--- src/rtl/fifo_sync_param.sv ---
// Parametrised single-clock FWFT FIFO with registered occupancy, almost-full/empty thresholds and flush.
// Optional sticky overflow/underflow flags are built when FIFO_SYNC_ERR_FLAGS_EN is defined.
module fifo_sync_param #(
    parameter int DATA_W    = 32,
    parameter int N_log     = 4,
    parameter int AF_THRESH = 14,
    parameter int AE_THRESH = 1
) (
    input  logic              clk,
    input  logic              rst,
    input  logic              i_flush,
    input  logic [DATA_W-1:0] i_wr_data,
    input  logic              i_wr_en,
    output logic              o_full,
    output logic              o_almost_full,
    output logic [DATA_W-1:0] o_rd_data,
    input  logic              i_rd_en,
    output logic              o_empty,
    output logic              o_almost_empty,
    output logic [N_log:0]    o_words,
    output logic              o_ovfl,
    output logic              o_udfl
);
    localparam int            D    = 1 << N_log;
    localparam logic [N_log:0] C_D  = (N_log+1)'(D);
    localparam logic [N_log:0] C_AF = (N_log+1)'(AF_THRESH);
    localparam logic [N_log:0] C_AE = (N_log+1)'(AE_THRESH);

    logic [DATA_W-1:0] r_mem [D];
    logic [N_log:0]    r_wr_ptr;
    logic [N_log:0]    r_rd_ptr;
    logic [N_log:0]    r_words;
    logic [N_log-1:0]  r_adr_rd;
    logic              r_full;
    logic              r_empty;
    logic              r_almost_full;
    logic              r_almost_empty;

    logic              w_wr_go;
    logic              w_rd_go;
    logic [N_log:0]    w_wr_ptr_nxt;
    logic [N_log:0]    w_rd_ptr_nxt;
    logic [N_log:0]    w_words_nxt;

    assign w_wr_go = i_wr_en & ~r_full  & ~i_flush;
    assign w_rd_go = i_rd_en & ~r_empty & ~i_flush;

    // Flush moves the read pointer onto the write pointer; any write in that cycle is already gated off.
    always_comb begin
        w_wr_ptr_nxt = r_wr_ptr + {{N_log{1'b0}}, w_wr_go};
        w_rd_ptr_nxt = r_rd_ptr + {{N_log{1'b0}}, w_rd_go};
        w_words_nxt  = r_words + {{N_log{1'b0}}, w_wr_go} - {{N_log{1'b0}}, w_rd_go};
        if (i_flush) begin
            w_rd_ptr_nxt = r_wr_ptr;
            w_words_nxt  = '0;
        end
    end

    // NOTE: sequential state uses non-blocking assignments so every register samples pre-edge values.
    always_ff @(posedge clk or posedge rst) begin
        if (rst) begin
            r_wr_ptr       <= '0;
            r_rd_ptr       <= '0;
            r_words        <= '0;
            r_adr_rd       <= '0;
            r_full         <= 1'b0;
            r_empty        <= 1'b1;
            r_almost_full  <= 1'b0;
            r_almost_empty <= 1'b1;
        end else begin
            r_wr_ptr       <= w_wr_ptr_nxt;
            r_rd_ptr       <= w_rd_ptr_nxt;
            r_words        <= w_words_nxt;
            r_adr_rd       <= w_rd_ptr_nxt[N_log-1:0];
            r_full         <= (w_words_nxt == C_D);
            r_empty        <= (w_words_nxt == '0);
            r_almost_full  <= (w_words_nxt >= C_AF);
            r_almost_empty <= (w_words_nxt <= C_AE);
        end
    end

    // NOTE: storage has no reset so it maps onto distributed RAM; the empty flag masks stale contents.
    always_ff @(posedge clk) begin
        if (w_wr_go) begin
            r_mem[r_wr_ptr[N_log-1:0]] <= i_wr_data;
        end
    end

    // Registered read address tracks the post-pop head, so the next word is visible right after a pop.
    assign o_rd_data      = r_mem[r_adr_rd];
    assign o_full         = r_full;
    assign o_empty        = r_empty;
    assign o_almost_full  = r_almost_full;
    assign o_almost_empty = r_almost_empty;
    assign o_words        = r_words;

`ifdef FIFO_SYNC_ERR_FLAGS_EN
    logic r_ovfl;
    logic r_udfl;

    always_ff @(posedge clk or posedge rst) begin
        if (rst) begin
            r_ovfl <= 1'b0;
            r_udfl <= 1'b0;
        end else begin
            if (i_wr_en & r_full  & ~i_flush) r_ovfl <= 1'b1;
            if (i_rd_en & r_empty & ~i_flush) r_udfl <= 1'b1;
        end
    end

    assign o_ovfl = r_ovfl;
    assign o_udfl = r_udfl;
`else
    assign o_ovfl = 1'b0;
    assign o_udfl = 1'b0;
`endif

endmodule

--- config.mk ---
export PLATFORM = sky130hd
export DESIGN_NAME = fifo_sync_param
export DESIGN_NICKNAME = d
export VERILOG_FILES = /design/src/rtl/fifo_sync_param.sv
export SDC_FILE = /design/constraint.sdc
export NUM_CORES = 1
export LEC_CHECK = 0
export CAP_MARGIN = 20
export CELL_PAD_IN_SITES_DETAIL_PLACEMENT = 2
export CELL_PAD_IN_SITES_GLOBAL_PLACEMENT = 2
export CORE_AREA = 2 2 265 267
export CTS_BUF_LIST = sky130_fd_sc_hd__clkbuf_4 sky130_fd_sc_hd__clkbuf_8
export DETAILED_ROUTE_END_ITERATION = 8
export DIE_AREA = 0 0 267 269
export PLACE_DENSITY_LB_ADDON = 0.1
export SYNTH_ARGS = -nofsm -noshare
export SYNTH_HDL_FRONTEND = slang
export SYNTH_SLANG_ARGS = --single-unit
--- constraint.sdc ---
create_clock -name clk -period 7.8 [get_ports clk]
set_input_delay 1.56 -clock clk [delete_from_list [all_inputs] [get_ports clk]]
set_output_delay 1.56 -clock clk [all_outputs]
set_load 0.005 [all_outputs]
After elaboration in Yosys (flattened, before gate mapping):

Memory sizes are Yosys's and may differ from the RTL's.
Index checks and enable logic that the tools add are counted.

* reduce and logical (&&, ||, !) cells: 1
* bitwise gates (word level): 7
* mux-type cells: 4
* add/subtract/negate cells: 4
* magnitude comparators: 2
* eq/ne operators: 1

Operator list (count)
* $add 5x1->5: 3
* $mux 5: 2
* $eq 5x5->1 const B: 1
* $ge 5x4->1 const B: 1
* $le 5x1->1 const B: 1
* $logic_not 5->1: 1
* $sub 5x1->5: 1
* $and 1x1->1: 4
* $not 1->1: 3
* $mux 1: 2

* input bits: 37
* bits in registers: 23
* output and inout bits: 43
* memory bits (writable): 512
* memories kept: 1

Memories
* r_mem: words 16, width 32, read ports 1, clocked after memory_dff 0, wr ports 1, RTL line 29 `logic [DATA_W-1:0] r_mem [D];`

Longest topological paths before layout:

Gate-level depths: netlist of the first run.

* depth after elaboration: 7
* gate-level depth with buffers: 11
* mapped depth without buffers: 10

Worst setup path before layout of the first run:

Ideal clock, no wire load.

* path kind: input to register
* start: input i_flush
* end: memory r_mem[0][0], enable pin
* path buffers: 1
* slack: 2.556 ns
* cell stages on the path: 4
* required time: 7.339 ns
* data arrival time: 4.783 ns
* cell sequence: buf_2 or3b_2 or3_1 nor3_1

* cells in the longest elaborated chain, start to end: 4

RTL lines
* start: declaration: RTL line 11 `input logic i_flush,`
* $not 1->1: RTL line 45 `assign w_wr_go = i_wr_en & ~r_full & ~i_flush;`
* $and 1x1->1: RTL line 45
* $mux 1: RTL line 84 `if (w_wr_go) begin`
* $mux 1 (implied by the code): RTL line 85 `r_mem[r_wr_ptr[N_log-1:0]] <= i_wr_data;`
* end: declaration: RTL line 29

Every way passes these cells.

Final worst setup path of the first run:

* start: register r_adr_rd[1]
* end: output o_rd_data[4]

* cells in the longest elaborated chain, start to end: 1

RTL lines
* start: declaration: RTL line 33 `logic [N_log-1:0] r_adr_rd;`
* start signal: assignment: RTL line 74 `r_adr_rd <= w_rd_ptr_nxt[N_log-1:0];`
* $mem_v2 16x32
* end: declaration: RTL line 16 `output logic [DATA_W-1:0] o_rd_data,`

Every way passes these cells.

==> impl_metrics.json, run 1 <==
{
  "antenna_found_initial": 1,
  "finalWirelength_mm": 55.9,
  "drcViolationCount": 0,
  "track_usage_pct": 16.0,
  "initial_core_util_pct": 29.6,
  "coreArea_mm2": 0.0693,
  "ir_drop_mv": 0.173,
  "async_flop_share_pct": 3.21,
  "clk_pin_slew_ps": 60,
  "synth_edf_count": 512,
  "core.rowCount": 97,
  "end_kind": "output pin",
  "drt-initial-drc-count": 614,
  "tritoncts": "yes",
  "synth_most_common_cell": "edfxtp_1",
  "grt_pass1_wl_mm": 81.8,
  "timing.max_slew.rel_slack_pct": 32.5,
  "path_delay_family": "buffers and inverters",
  "die_area_mm2": 0.0718,
  "drive_above_1_share_pct": 22.3,
  "report.final.hold_viol_count": 0,
  "ys_seq_area_share_pct": 77.0,
  "portBuffers": 77,
  "maxCapViolations": 0,
  "grt_max_degree": 64,
  "fin_skew_ps": 39.6,
  "syn_area_per_cell_um2": 20.0,
  "path_cells": "buf_4 > nor2_4 > buf_4 > a22oi_1 > nand3_1 > o21ai_0 > clkdlybuf4s50_1",
  "grt_pass1_vias": 11812,
  "cp_slowest_stage_delay_ps": 940,
  "worstSkewPairLatency_ps": 690,
  "fin_util_pct": 35.2,
  "whs_ps": 641,
  "cts.sinks": 529,
  "detail-route-antenna-nets": 0,
  "timing.final.crit_share_pct": 69.8,
  "postCtsHoldBufs": 0,
  "ys_seq_elements": 529,
  "cts_setup_buffers": 0,
  "crit_required_ps": 6240,
  "area_delta_synth_final_pct": 19.0,
  "synth_area_leaders": "edfxtp_1 (75%), mux2i_1 (7.6%), mux4_2 (7.4%), a22oi_1 (2.3%), dfrtp_1 (1.8%)",
  "crit_top_cell": "buf_4",
  "pin_count": 80,
  "crit_slowest_cell": "dfrtp_4",
  "clk_path_buf_depth": 3,
  "setup_viol": 0,
  "dr.pass1.iters": 4,
  "critPathMaxFanout": 44,
  "yosysTopAreaCell": "edfxtp_1",
  "synth_commonest_cells": "edfxtp_1 (512), mux2i_1 (155), mux4_2 (67), a22oi_1 (62), o21ai_0 (36)",
  "cts_buffers": 97,
  "powerDensity_mw_per_mm2": 346,
  "slew_viol_final": 0,
  "synth_ff_type": "edfxtp_1",
  "root_buffer": "clkbuf_8",
  "synth_cell_types": 38,
  "crit_arrival_ps": 3890,
  "postSynthCellCount": 1027,
  "netlist_area_mm2": 0.0205,
  "via_per_inst": 4.71,
  "max_freq_ghz": 0.184,
  "hpwl_mm": 30.8,
  "rsz0062_at_grt": "false",
  "crit_buf_inv": 3,
  "nets": 1217,
  "cp-start-kind": "flip-flop",
  "crit_type": "reg -> out",
  "fin_crit_ps": 5450,
  "p_leak_uw": 0.00790,
  "min_path_type": "reg -> reg",
  "status": "complete, no violations",
  "wl_per_cell_um": 25.6,
  "grt.overflow.total": 0,
  "die_w_um": 267,
  "htreeDepth": 3,
  "synth_top_area_share_pct": 74.9,
  "dr_total_vias": 10289,
  "gp_congestion": 0.688,
  "yosysWarnings": 0,
  "die_height_um": 269,
  "tns_ps": 0,
  "tightest_slew_ps": 1010,
  "ctsResizeCount": 0
}
## worst reg2reg max path, delay by kind of cell (launching register included)
kind	cells	cell delay (ps)
simple gates	3	1820
buf+inv	1	430
flops	1	400
## state kept, by name, summed over array words and instances, names as in the netlist
name and count:
r_wr_ptr 4, r_rd_ptr 1, o_full 1, r_mem 512, o_almost_empty 1, o_empty 1
r_adr_rd 3, o_words 5, o_almost_full 1
## power by group
group | switching (uW) | internal (uW)
Clock | 1150 | 1410
Sequential | 233 | 3290
Combinational | 1250 | 1120
Total | 2640 | 5820
## worst paths after layout
kind	to	start	slack [ps]	cells after the start
min in group asynchronous	r_wr_ptr[3]	rst	1290	2
min reg2reg	r_wr_ptr[0]	r_wr_ptr[0]	640	1
max	o_rd_data[4]	r_adr_rd[1]	2350	7
max reg2reg	r_mem[12][21]	o_full	4810	4
max in group asynchronous	r_adr_rd[1]	rst	5970	2
min	r_wr_ptr[0]	r_wr_ptr[0]	640	1
## layer usage
metal / vias up / wire length (um) / track usage (%)
met2: 182 / 28500 / 27.9
met1: 5531 / 24700 / 20.3
li1: 4502 / - / -
met5: - / 0 / 0
met3: 74 / 1740 / 2.68
met4: 0 / 1020 / 5.03
## cells in the final DEF, fill, tap and decap left out, types with 5 or more instances in the layout
cell / instances
ha_1: 7
inv_1: 7
nand2_1: 9
nor2b_1: 5
o21ai_0: 36
nor2_4: 13
edfxtp_1: 512
clkbuf_8: 104
clkinvlp_4: 5
nand3_1: 34
dfrtp_1: 11
buf_4: 25
clkbuf_4: 39
clkinv_1: 16
mux2i_1: 155
mux4_2: 67
clkinv_2: 5
a22oi_1: 62
clkdlybuf4s50_1: 77
## cells by family after synthesis
family	share of synthesized area [%]
AOI/OAI and AO/OA	3.46
xor gates and xnor gates	0.341
adders and majority gates	0.524
buffers and inverters	1.57
DFF	77.0
muxes	15.0
other	0.0183
and+or+nand+nor	2.11
## layout make-up
class	count	area, um^2
Fill cell	6746	44900
Antenna cell	1	2.50
Inverter	7	26.3
Timing Repair Buffer	104	998
Clock buffer	143	1720
Sequential cell	529	15800
Multi-Input combinational cell	433	4530
Clock inverter	28	143
Tap cell	940	1180
## per-stage QoR
| stage | instances | power [uW] | area (um^2) | setup slack [ps] |
|---|---|---|---|---|
| floorplan | 1028 | 4930 | 20500 | 2560 |
| global placement | 2013 | 6070 | 22500 | 2950 |
| detailed placement | 2013 | 6070 | 22500 | 2950 |
| CTS | 2184 | 8680 | 24400 | 2180 |
| global route | 2185 | 8940 | 24400 | 2120 |
| finish | 2185 | 8460 | 24400 | 2350 |
No activity file was read; power rests on OpenSTA's default activity.
==> run 2: changes to the inputs <==
==> constraint.sdc (replaced) <==
create_clock -name clk -period 4.7 [get_ports clk]
set_input_delay 0.94 -clock clk [delete_from_list [all_inputs] [get_ports clk]]
set_output_delay 0.94 -clock clk [all_outputs]
set_load 0.005 [all_outputs]
==> run 2 against run 1 <==
Non-clock buffer count is 22 higher; largest cell class unchanged; largest power group unchanged; sequential power is 63% higher; worst hold slack worse by 11 ps; final cell count is 0.64% higher; count of clock-buffer cells in the layout is 10 lower; first-iteration DRC count is 27% lower; clock skew is 22 ps lower.
==> impl_metrics.json, run 2 (synthesis gave the netlist of run 1 again) <==
{
  "grt_max_degree": 33,
  "wl_met3_mm": 1.77,
  "die_height_um": 269,
  "htreeDepth": 3,
  "die_w_um": 267,
  "layout_commonest_cell": "edfxtp_1",
  "final_cell_mix": "edfxtp_1 (512), mux2i_1 (155), clkbuf_8 (97)",
  "final.fill_count": 6740,
  "dp_cells": 2035,
  "nets": 1235,
  "grt_pass1_wl_mm": 80.8,
  "wl_per_cell_um": 24.9,
  "m1WireLength_mm": 24.6,
  "status": "complete, no violations",
  "slew_viol_final": 0,
  "finalWirelength_mm": 54.8,
  "setup_viol": 0,
  "track_usage_pct": 15.7,
  "rsz0062_at_grt": "false",
  "clk_path_buf_depth": 3,
  "drcViolationCount": 0,
  "p_leak_uw": 0.00801,
  "timing.final.crit_share_pct": 89.7,
  "cts_buffers": 93,
  "dr.pass1.iters": 4,
  "core.rowCount": 97,
  "grt_pass1_vias": 11897,
  "coreArea_mm2": 0.0693,
  "worstSkewPairLatency_ps": 670,
  "highest_layer": "met4",
  "fin_crit_ps": 4220,
  "ctsResizeCount": 0,
  "largest_reg_flops": 512,
  "placed_area_mm2": 0.0229,
  "antenna_found_initial": 1,
  "drive_above_1_share_pct": 22.7,
  "portBuffers": 77,
  "tightest_slew_ps": 952,
  "cp-start-kind": "flip-flop",
  "cts_setup_buffers": 0,
  "min_path_type": "reg -> reg",
  "grt.overflow.total": 0,
  "pin_count": 80,
  "critPathMaxFanout": 20,
  "root_buffer": "clkbuf_8",
  "wl_met2_mm": 27.3,
  "timing.max_slew.rel_slack_pct": 36.5,
  "cts.sinks": 529,
  "crit_required_ps": 3760,
  "tns_ps": 0,
  "dr_total_vias": 10320,
  "crit_arrival_ps": 3280,
  "powerDensity_mw_per_mm2": 571,
  "die_area_mm2": 0.0718,
  "fin_util_pct": 35.5,
  "clk_pin_slew_ps": 60,
  "end_kind": "output pin",
  "maxCapViolations": 0,
  "gp_congestion": 0.675,
  "postCtsHoldBufs": 0,
  "tritoncts": "yes",
  "crit_type": "reg -> out",
  "instances_no_fill": 2199,
  "report.final.hold_viol_count": 0,
  "fin_skew_ps": 17.2,
  "postLayoutCellArea_mm2": 0.0246,
  "hpwl_mm": 30.3,
  "area_delta_synth_final_pct": 20.0,
  "drt-initial-drc-count": 450,
  "via_per_inst": 4.69,
  "ir_drop_mv": 0.226,
  "detail-route-antenna-nets": 0,
  "max_freq_ghz": 0.237,
  "initial_core_util_pct": 29.6
}
run 2: cell types whose count changed in the layout (fill, tap and decap cells not counted):
| cell | previous run | this run |
|---|---|---|
| buf_4 | 25 | 35 |
| buf_12 | 2 | 14 |
| inv_8 | 1 | 0 |
| clkinv_1 | 16 | 21 |
| clkbuf_4 | 39 | 36 |
| clkinv_2 | 5 | 4 |
| clkinv_4 | 0 | 1 |
| clkbuf_8 | 104 | 97 |
| clkinvlp_4 | 5 | 1 |
| inv_6 | 1 | 2 |
| bufinv_16 | 0 | 1 |
run 2: per-stage QoR:
stage	hold slack (ps)	setup slack, ps	power, uW
finish	630	484	14100
global route	696	267	14900
CTS	647	287	14400
detailed placement	633	690	10200
global placement	622	765	10200
floorplan	535	76.0	8180
run 2: report_power, final:
group / total (uW) / internal, uW / switching (uW)
clock network: 4100 / 2240 / 1860
logic: 4220 / 2030 / 2190
registers: 5750 / 5470 / 286
total: 14100 / 9730 / 4340
run 2: layout make-up:
cell class / instances / area [um^2] / area share (%)
Clock inverter: 30 / 163 / 0.660
Timing Repair Buffer: 126 / 1310 / 5.33
Inverter: 7 / 26.3 / 0.107
Multi-Input combinational cell: 433 / 4530 / 18.4
Clock buffer: 133 / 1610 / 6.52
Tap cell: 940 / 1180 / 4.77
Sequential cell: 529 / 15800 / 64.2
Antenna cell: 1 / 2.50 / 0.0102
run 2: final timing paths:
| path | startpoint | end | slack, ps | depth (start not counted) |
|---|---|---|---|---|
| min in group asynchronous | rst | o_words[0] | 690 | 2 |
| max in group asynchronous | rst | r_adr_rd[1] | 3510 | 2 |
| min reg2reg | r_wr_ptr[0] | r_adr_rd[0] | 630 | 2 |
| min | r_wr_ptr[0] | r_adr_rd[0] | 630 | 2 |
| max | r_adr_rd[0] | o_rd_data[23] | 480 | 5 |
| max reg2reg | o_full | o_empty | 1690 | 9 |
run 2: critical path: stages (launching register included):
cell	delay [ps]
dfrtp_4	690
buf_4	470
mux4_2	580
mux2i_1	140
o21ai_0	180
clkdlybuf4s50_1	530
run 2: routing by layer:
metal | global-route usage [%] | up-vias
met5 | 0 | -
met4 | 5.09 | 0
met3 | 2.61 | 81
met2 | 26.6 | 171
met1 | 20.4 | 5534
li1 | - | 4534
==> run 3: changes to the inputs <==
--- a/config.mk
+++ b/config.mk
@@ -13,6 +13,7 @@
 export DETAILED_ROUTE_END_ITERATION = 8
 export DIE_AREA = 0 0 267 269
 export PLACE_DENSITY_LB_ADDON = 0.1
+export RECOVER_POWER = 25
 export SYNTH_ARGS = -nofsm -noshare
 export SYNTH_HDL_FRONTEND = slang
 export SYNTH_SLANG_ARGS = --single-unit
==> run 3 against run 2 <==
Sequential power barely moved; highest routed layer unchanged; largest power group unchanged; final cell count did not move; via count grew 0.18%; critical path type unchanged.
==> impl_metrics.json, run 3 (synthesis gave the netlist of run 1 again) <==
{
  "reg2reg_depth": 9,
  "p_total_uw": 14100,
  "clk_path_buf_depth": 3,
  "finalWirelength_mm": 54.8,
  "detail-route-antenna-nets": 0,
  "r2r_start": "o_full",
  "ir_drop_mv": 0.227,
  "report.final.hold_viol_count": 0,
  "post-place-ws_ps": 690,
  "nets": 1235,
  "powerDensity_mw_per_mm2": 571,
  "track_usage_pct": 15.7,
  "die_w_um": 267,
  "die_height_um": 269,
  "timing.max_slew.rel_slack_pct": 35.7,
  "core.rowCount": 97,
  "root_buffer": "clkbuf_8",
  "pin_count": 80,
  "final_cell_mix": "edfxtp_1 (512), mux2i_1 (155), clkbuf_8 (97)",
  "min_path_type": "reg -> reg",
  "setup_viol": 0,
  "grt_pass1_vias": 11897,
  "cts_buffers": 93,
  "antenna_found_initial": 4,
  "fin_skew_ps": 17.5,
  "r2r_end": "o_empty",
  "dr_total_vias": 10339,
  "wl_per_cell_um": 24.9,
  "critPathMaxFanout": 20,
  "r2r_setup_slack_ps": 1690,
  "hpwl_mm": 30.3,
  "dr.pass1.iters": 4,
  "max_freq_ghz": 0.237,
  "fin_crit_ps": 4220,
  "comb_power_share_pct": 30.0,
  "maxCapViolations": 0,
  "end_kind": "output pin",
  "area_delta_synth_final_pct": 20.0,
  "initial_core_util_pct": 29.6,
  "hold_path_startpoint": "r_wr_ptr[0]",
  "grt.overflow.total": 0,
  "power.share.clock_pct": 29.1,
  "slew_viol_final": 0,
  "tightest_slew_ps": 965,
  "switching_share_pct": 30.9,
  "drive_above_1_share_pct": 22.7,
  "crit_arrival_ps": 3280,
  "crit_type": "reg -> out",
  "cts_setup_buffers": 0,
  "postCtsHoldBufs": 0,
  "final.fill_count": 6740,
  "largest_reg_flops": 512,
  "portBuffers": 77,
  "cp-start-kind": "flip-flop",
  "p_sw_uw": 4350,
  "drcViolationCount": 0,
  "cts.sinks": 529,
  "timing.final.crit_share_pct": 89.8,
  "rsz0062_at_grt": "false",
  "worstSkewPairLatency_ps": 670,
  "drt-initial-drc-count": 448,
  "gp_congestion": 0.675,
  "critPathCapture": "o_rd_data[23]",
  "clk_pin_slew_ps": 60,
  "ctsResizeCount": 0,
  "critPathLaunch": "r_adr_rd[0]",
  "crit_required_ps": 3760,
  "via_per_inst": 4.70,
  "htreeDepth": 3,
  "layout_setup_ws_ps": 479,
  "tns_ps": 0,
  "layout_commonest_cell": "edfxtp_1",
  "p_leak_uw": 0.00801,
  "status": "complete, no violations",
  "die_area_mm2": 0.0718,
  "coreArea_mm2": 0.0693,
  "tritoncts": "yes",
  "grt_max_degree": 33,
  "grt_pass1_wl_mm": 80.8,
  "internal_power_uw": 9730,
  "p_seq_share_pct": 40.9
}
run 3: power by group through the flow:
stage | combinational (uW) | sequential [uW] | clock [uW]
6_report | 4220 | 5750 | 4100
5_1_grt | 4620 | 5790 | 4460
4_1_cts | 4380 | 5770 | 4260
3_5_place_dp | 4370 | 5870 | 0
3_3_place_gp | 4360 | 5850 | 0
2_1_floorplan | 2550 | 5630 | 0
run 3: metrics by stage:
stage               utilization [%]  cells  hold slack (ps)  area, um^2
floorplan                         -   1028              535       20500
global placement               33.0   2035              622       22900
detailed placement             33.0   2035              633       22900
CTS                            35.5   2198              647       24600
global route                   35.5   2199              696       24600
finish                         35.5   2199              630       24600
run 3: worst min-delay path by stage:
stage                  end  slack [ps]  depth (start not counted)
5_1_grt        r_wr_ptr[0]         700                          1
4_1_cts        r_adr_rd[0]         650                          2
3_3_place_gp   r_adr_rd[0]         620                          2
3_5_place_dp   r_adr_rd[0]         630                          2
2_1_floorplan  r_adr_rd[0]         530                          2
6_report       r_adr_rd[0]         630                          2
run 3: critical path: stages, from the launching register on:
cell and delay (ps):
dfrtp_4 690, buf_4 470, mux4_2 580, mux2i_1 140
o21ai_0 180, clkdlybuf4s50_1 530
run 3: routing by layer:
metal | global-route usage (%) | vias up | share of wire, %
li1 | - | 4534 | -
met1 | 20.4 | 5543 | 45
met2 | 26.6 | 179 | 50
met3 | 2.61 | 83 | 3.3
met4 | 5.09 | 0 | 2.1
met5 | 0 | - | 0
run 3: cell type report:
class / count / area [um^2] / share of cell area [%]
inverter: 7 / 26.3 / 0.107
clock inverter: 30 / 163 / 0.660
antenna: 1 / 2.50 / 0.0102
timing repair buffer: 126 / 1310 / 5.33
sequential: 529 / 15800 / 64.2
multi-input combinational: 433 / 4530 / 18.4
clock buffer: 133 / 1610 / 6.52
tap: 940 / 1180 / 4.77
